[config.mk]
export PLATFORM = sky130hd
export DESIGN_NAME = glb_bank_sram_responder
export DESIGN_NICKNAME = d
export VERILOG_FILES = /design/src/rtl/glb_bank_sram_responder_pkg.sv /design/src/rtl/glb_bank_sram_responder_rdq.sv /design/src/rtl/glb_bank_sram_responder.sv
export SDC_FILE = /design/constraint.sdc
export NUM_CORES = 1
export LEC_CHECK = 0
export ABC_AREA = 0
export CAP_MARGIN = 30
export CORE_AREA = 2 2 151 153
export CTS_CLUSTER_DIAMETER = 150
export DETAILED_ROUTE_END_ITERATION = 8
export DIE_AREA = 0 0 153 155
export GPL_ROUTABILITY_DRIVEN = 1
export MAX_ROUTING_LAYER = met4
export PLACE_DENSITY_LB_ADDON = 0.3
export SETUP_SLACK_MARGIN = 0.2
export SLEW_MARGIN = 5
export SYNTH_ARGS = -nofsm -noshare
export SYNTH_HDL_FRONTEND = slang
export SYNTH_SLANG_ARGS = --single-unit
[constraint.sdc]
create_clock -name clk -period 3 [get_ports clk]
set_input_delay 0.6 -clock clk [delete_from_list [all_inputs] [get_ports clk]]
set_output_delay 0.6 -clock clk [all_outputs]
set_load 0.01 [all_outputs]
[src/rtl/glb_bank_sram_responder_pkg.sv]
// Shared GLB parameters and packet types used by the bank-side SRAM responder.
// Bank-local address split and strobe expansion helper live here too.
package global_buffer_param;
    localparam int BANK_DATA_WIDTH  = 64;
    localparam int GLB_ADDR_WIDTH   = 22;
    localparam int BANK_ADDR_WIDTH  = 17;
    localparam int BANK_STRB_WIDTH  = BANK_DATA_WIDTH / 8;
    localparam int BANK_BYTE_OFFSET = $clog2(BANK_DATA_WIDTH / 8);
    localparam int BANK_WORD_WIDTH  = BANK_ADDR_WIDTH - BANK_BYTE_OFFSET;
endpackage

package global_buffer_pkg;
    import global_buffer_param::*;

    typedef struct packed {
        logic                       wr_en;
        logic [BANK_STRB_WIDTH-1:0] wr_strb;
        logic [GLB_ADDR_WIDTH-1:0]  wr_addr;
        logic [BANK_DATA_WIDTH-1:0] wr_data;
    } wr_packet_t;

    typedef struct packed {
        logic                      rd_en;
        logic [GLB_ADDR_WIDTH-1:0] rd_addr;
    } rdrq_packet_t;

    typedef struct packed {
        logic [BANK_DATA_WIDTH-1:0] rd_data;
        logic                       rd_data_valid;
    } rdrs_packet_t;

    function automatic logic [BANK_DATA_WIDTH-1:0] strb_to_bit_wen(
        input logic [BANK_STRB_WIDTH-1:0] strb
    );
        logic [BANK_DATA_WIDTH-1:0] bw;
        bw = '0;
        for (int i = 0; i < BANK_STRB_WIDTH; i++) begin
            bw[i*8 +: 8] = {8{strb[i]}};
        end
        return bw;
    endfunction
endpackage

[src/rtl/glb_bank_sram_responder_rdq.sv]
// Pending-read FIFO of bank-local word addresses.
// A pop frees a slot for a push in the same cycle.
module glb_bank_rdq #(
    parameter int DEPTH = 2,
    parameter int WIDTH = 14
) (
    input  logic             clk,
    input  logic             reset,
    input  logic             push,
    input  logic             pop,
    input  logic [WIDTH-1:0] din,
    output logic [WIDTH-1:0] dout,
    output logic             empty,
    output logic             full
);
    localparam int PW = (DEPTH > 1) ? $clog2(DEPTH) : 1;
    localparam int CW = $clog2(DEPTH + 1);

    logic [WIDTH-1:0] mem [DEPTH];
    logic [PW-1:0]    wr_ptr;
    logic [PW-1:0]    rd_ptr;
    logic [CW-1:0]    count;
    logic             do_push;
    logic             do_pop;

    assign empty   = (count == '0);
    assign full    = (count == CW'(DEPTH));
    assign do_pop  = pop && !empty;
    assign do_push = push && (!full || do_pop);
    assign dout    = mem[rd_ptr];

    function automatic logic [PW-1:0] next_ptr(input logic [PW-1:0] p);
        return (p == PW'(DEPTH - 1)) ? '0 : p + 1'b1;
    endfunction

    // Storage: written on accepted pushes only.
    always_ff @(posedge clk) begin
        if (do_push) begin
            mem[wr_ptr] <= din;
        end
    end

    // Pointers and occupancy; reset discards queued reads.
    always_ff @(posedge clk) begin
        if (reset) begin
            wr_ptr <= '0;
            rd_ptr <= '0;
            count  <= '0;
        end else begin
            if (do_push) wr_ptr <= next_ptr(wr_ptr);
            if (do_pop)  rd_ptr <= next_ptr(rd_ptr);
            count <= count + CW'(do_push) - CW'(do_pop);
        end
    end
endmodule

[src/rtl/glb_bank_sram_responder.sv]
// Bank responder: arbitrates writes and reads onto one single-port SRAM
// and returns read data in request order through a fixed-latency pipe.
module glb_bank_sram_responder
    import global_buffer_param::*;
    import global_buffer_pkg::*;
#(
    parameter int SRAM_LATENCY = 1,
    parameter int RDQ_DEPTH    = 2
) (
    input  logic                       clk,
    input  logic                       reset,
    input  wr_packet_t                 packet_wr_in,
    input  rdrq_packet_t               packet_rdrq_in,
    output rdrs_packet_t               packet_rdrs_out,
    output logic                       sram_cen,
    output logic                       sram_wen,
    output logic [BANK_WORD_WIDTH-1:0] sram_addr,
    output logic [BANK_DATA_WIDTH-1:0] sram_data_in,
    output logic [BANK_DATA_WIDTH-1:0] sram_bit_wen,
    input  logic [BANK_DATA_WIDTH-1:0] sram_data_out,
    output logic                       rdq_overflow
);
    logic [BANK_WORD_WIDTH-1:0] wr_word;
    logic [BANK_WORD_WIDTH-1:0] rd_word;
    logic [BANK_WORD_WIDTH-1:0] q_dout;
    logic                       q_empty;
    logic                       q_full;
    logic                       q_push;
    logic                       q_pop;
    logic                       wr_eff;
    logic                       rd_new;
    logic                       head_go;
    logic                       direct_go;
    logic                       rd_issue;
    logic                       rd_drop;
    logic [SRAM_LATENCY:0]      vld_sr;
    logic [BANK_DATA_WIDTH-1:0] rd_data_q;
    logic                       unused_addr_bits;

    assign wr_word = packet_wr_in.wr_addr[BANK_ADDR_WIDTH-1:BANK_BYTE_OFFSET];
    assign rd_word = packet_rdrq_in.rd_addr[BANK_ADDR_WIDTH-1:BANK_BYTE_OFFSET];

    assign unused_addr_bits = ^{
        packet_wr_in.wr_addr[GLB_ADDR_WIDTH-1:BANK_ADDR_WIDTH],
        packet_wr_in.wr_addr[BANK_BYTE_OFFSET-1:0],
        packet_rdrq_in.rd_addr[GLB_ADDR_WIDTH-1:BANK_ADDR_WIDTH],
        packet_rdrq_in.rd_addr[BANK_BYTE_OFFSET-1:0]
    };

    assign wr_eff    = !reset && packet_wr_in.wr_en && (|packet_wr_in.wr_strb);
    assign rd_new    = !reset && packet_rdrq_in.rd_en;
    assign head_go   = !reset && !wr_eff && !q_empty;
    assign direct_go = !wr_eff && q_empty && rd_new;
    assign rd_issue  = head_go || direct_go;
    assign q_pop     = head_go;
    assign q_push    = rd_new && !direct_go && (!q_full || q_pop);
    assign rd_drop   = rd_new && !direct_go && q_full && !q_pop;

    glb_bank_rdq #(
        .DEPTH (RDQ_DEPTH),
        .WIDTH (BANK_WORD_WIDTH)
    ) u_rdq (
        .clk   (clk),
        .reset (reset),
        .push  (q_push),
        .pop   (q_pop),
        .din   (rd_word),
        .dout  (q_dout),
        .empty (q_empty),
        .full  (q_full)
    );

    // Port arbitration: write, then queue head, then a fresh read.
    always_comb begin
        sram_cen     = 1'b0;
        sram_wen     = 1'b0;
        sram_addr    = '0;
        sram_data_in = '0;
        sram_bit_wen = '0;
        unique case (1'b1)
            wr_eff: begin
                sram_cen     = 1'b1;
                sram_wen     = 1'b1;
                sram_addr    = wr_word;
                sram_data_in = packet_wr_in.wr_data;
                sram_bit_wen = strb_to_bit_wen(packet_wr_in.wr_strb);
            end
            head_go: begin
                sram_cen  = 1'b1;
                sram_addr = q_dout;
            end
            direct_go: begin
                sram_cen  = 1'b1;
                sram_addr = rd_word;
            end
            default: ;
        endcase
    end

    // Valid pipe tracks each issued read until its data is registered.
    always_ff @(posedge clk) begin
        if (reset) begin
            vld_sr <= '0;
        end else begin
            vld_sr <= {vld_sr[SRAM_LATENCY-1:0], rd_issue};
        end
    end

    // Capture macro output on the cycle it becomes valid; hold otherwise.
    always_ff @(posedge clk) begin
        if (reset) begin
            rd_data_q <= '0;
        end else if (vld_sr[SRAM_LATENCY-1]) begin
            rd_data_q <= sram_data_out;
        end
    end

    // Sticky flag for reads lost to a full queue.
    always_ff @(posedge clk) begin
        if (reset) begin
            rdq_overflow <= 1'b0;
        end else if (rd_drop) begin
            rdq_overflow <= 1'b1;
        end
    end

    assign packet_rdrs_out.rd_data       = rd_data_q;
    assign packet_rdrs_out.rd_data_valid = vld_sr[SRAM_LATENCY];
endmodule

==> results of run 1 <==
placed cells by master (no fill, tap or decap), drive strengths merged, types with 2 or more instances in the layout:
cell	Yosys	layout
a21boi	2	2
dfxtp	72	72
or3	2	2
dlygate4sd2	0	63
ha	2	2
buf	73	48
nor2b	4	4
clkinv	0	2
xnor2	2	2
and2	72	72
edfxtp	28	28
nor3	2	2
clkbuf	15	16
mux2i	78	78
nor4	17	17
inv	3	6
clkdlybuf4s50	0	291
nor2	69	69
a221o	14	14
a21oi	3	3
layout make-up:
| class | count | share of cell area (%) |
|---|---|---|
| clock inverters | 6 | 0.759 |
| well taps | 285 | 3.93 |
| inverters | 3 | 0.124 |
| multi-input cells | 278 | 23.7 |
| flip-flops and latches | 100 | 25.2 |
| repair buffers | 408 | 43.8 |
| clock buffers | 10 | 2.53 |
worst max-delay path by stage:
stage	endpoint	slack, ns	cells past startpoint
floorplan	u_rdq.mem[0][0]$_DFFE_PP_	0.27	4
global placement	sram_addr[12]	-0.45	7
detailed placement	sram_addr[0]	-0.52	7
CTS	sram_addr[11]	0.20	9
global route	sram_addr[5]	0.19	9
finish	sram_data_in[33]	0.29	8
timing repair:
action                                 in CTS  in global routing
cloned                                      1                  0
endpoints found under the hold margin       0                  0
pin swaps                                   4                  5
resized for setup                         153                 26
setup endpoints to repair                 145                 70
buffers inserted                           10                  0
synthesized netlist by cell type:
cell	count	share of area, %
clkbuf_1	15	1.2
edfxtp_1	28	17
or2_1	1	0.13
ha_1	2	0.52
a21boi_2	2	0.46
a311o_1	1	0.21
nor4_1	14	1.8
nor3_1	2	0.21
a21oi_1	3	0.31
xor2_1	1	0.18
a211oi_1	1	0.15
xnor2_1	2	0.36
nor2b_2	1	0.18
nor4_4	3	1.3
nor2_1	69	5.3
a31oi_1	1	0.13
buf_2	10	1.0
and3_1	1	0.13
nand2_1	1	0.077
buf_1	5	0.39
mux2i_1	78	16
and2_1	72	9.3
dfxtp_1	72	30
buf_6	1	0.23
o31ai_1	1	0.15
a221o_1	14	2.9
buf_4	57	8.8
nor2b_1	3	0.39
or3_1	2	0.26
o21ai_1	1	0.10
mux2_1	1	0.23
inv_1	3	0.23
nand2b_1	1	0.13
flip-flops by register name, indices dropped and copies added, names as in the netlist, named ones only:
| name | count |
|---|---|
| u_rdq.rd_ptr | 1 |
| rd_data_q | 64 |
| u_rdq.mem | 28 |
| u_rdq.count | 2 |
| rdq_overflow | 1 |
| u_rdq.wr_ptr | 1 |
| vld_sr | 2 |
per-layer routing:
layer / wire length, microns / vias to the layer above / global-route usage, %
met5: 0 / - / -
met4: 181 / 0 / 2.82
met3: 1260 / 12 / 4.43
met2: 7900 / 173 / 21.2
met1: 7640 / 2033 / 18.3
li1: - / 2203 / -
worst max-delay path, cell delays in order:
cell           delay, ns
buf_6               0.10
nor4_4              0.36
buf_4               0.19
a21boi_4            0.06
buf_4               0.16
buf_12              0.15
and2_1              0.19
dlygate4sd2_1       0.29
power by group:
group	leakage, nW	switching (mW)	internal (mW)
sequential	0.841	0.0733	1.48
combinational	2.55	0.439	0.628
clock	0.146	0.525	0.656
total	3.54	1.04	2.77
stage by stage:
stage	hold WS [ns]	utilization [%]	worst slack (ns)	TNS [ns]	std cells
after floorplan	0.482	-	0.273	0	469
after global placement	0.454	39.0	-0.453	-21.98	1063
after detailed placement	0.459	39.0	-0.520	-21.85	1063
after CTS	0.478	40.8	0.204	0	1090
after global routing	0.505	40.8	0.188	0	1090
final	0.475	40.8	0.287	0	1090
kinds of logic (layout without fill, tap and decap cells):
| group | count (synthesis) | in the layout | synth area share [%] |
|---|---|---|---|
| fa+ha+maj | 2 | 2 | 0.516 |
| xor+xnor | 3 | 3 | 0.542 |
| compound gates | 24 | 24 | 4.41 |
| flops | 100 | 100 | 47.1 |
| mux | 79 | 79 | 16.3 |
| simple gates | 170 | 170 | 19.3 |
| buf+inv | 91 | 427 | 11.9 |
==> qor.csv, run 1 <==
metric;value;unit
fmax;369;MHz
io_buffers;377;
outcome;completed;
seq_area_frac_synth;47.1;%
min_period;2.71;ns
wl_per_cell;15.6;microns
io_pins;394;
setup_violations;0;
hold_start;rdq_overflow$_SDFFE_PP0P_;
hold_buffers;0;
routed_wl;17000;microns
r2r_slack;0.87;ns
hold_viol;0;
crit_path_end_kind;output port;
final_cell_area;9060;sq um
overflow;0;
clk_latency;0.34;ns
die_y;155;microns
fp-row-count;55;
period_share;90.4;%
hold_class;reg2reg;
dpl.hpwl;13100;microns
mappedNetlistArea;4850;sq um
rsz0062_at_grt;true;
tightest_slew;0.553;ns
nFillCells;2208;
slew_viol_final;0;
placed_cell_area;8670;sq um
final_layout_size_suffix_gt1_share;10.9;%
clock_path_buffers;2;
cts_root_buffer;clkbuf_16;
max-slew-margin-rel;63.1;%
drt_iter0_markers;161;
area_growth;86.9;%
grt_max_degree;37;
fin_nets;986;
grt_pass1_vias;4407;
worst_clock_skew;0.00766;ns
syn_inst;469;
critPathLaunch;packet_wr_in[90];
die-area;23700;sq um
reg2reg_to;u_rdq.count[1]$_SDFF_PP0_;
clock_sinks;100;
synth.distinct_cells;33;
antenna_left;0;
hold_end;rdq_overflow$_SDFFE_PP0P_;
start_util;21.8;%
worstPathRequired;2.40;ns
ir_drop;0.000392;V
p_leak;3.54;nW
core;22200;sq um
avgSynthCellArea;10.3;sq um
holdPathStages;2;
path_class;in2out;
grt_pass1_wl;25200;microns
vias_per_cell;4.06;
critPathArrivalTime;2.11;ns
diodes;0;
gp_congestion;0.719;
numCtsBuffers;9;
yosysWarnings;0;
drtPass1Iterations;4;
power_density;420;nW/um^2
multi_input_area;2150;sq um
cts_tree;yes;
p_total;3.80;mW
drv_cap;0;
reg2regPathDepth;10;
r2r-start;u_rdq.count[1]$_SDFF_PP0_;
antenna_found_initial;0;
cts-htree-levels;3;
cts.clk_slew.worst_paths;0.07;ns
route.detailed.drc;0;
num_vias;4421;
regArea;2290;sq um
worstSetupStartpointType;input pin;
critPathMaxFanout;29;
syn-num-nets;655;
ys_seq_elements;100;
die_w;153;microns
grt_usage;13.9;%
(Power assumes the default switching activity.)
==> run 2: changes to the inputs <==
- CAP_MARGIN: 30 -> 10
==> results of run 2 <==
Final layout, timing and power as in run 1 (identical DEF).
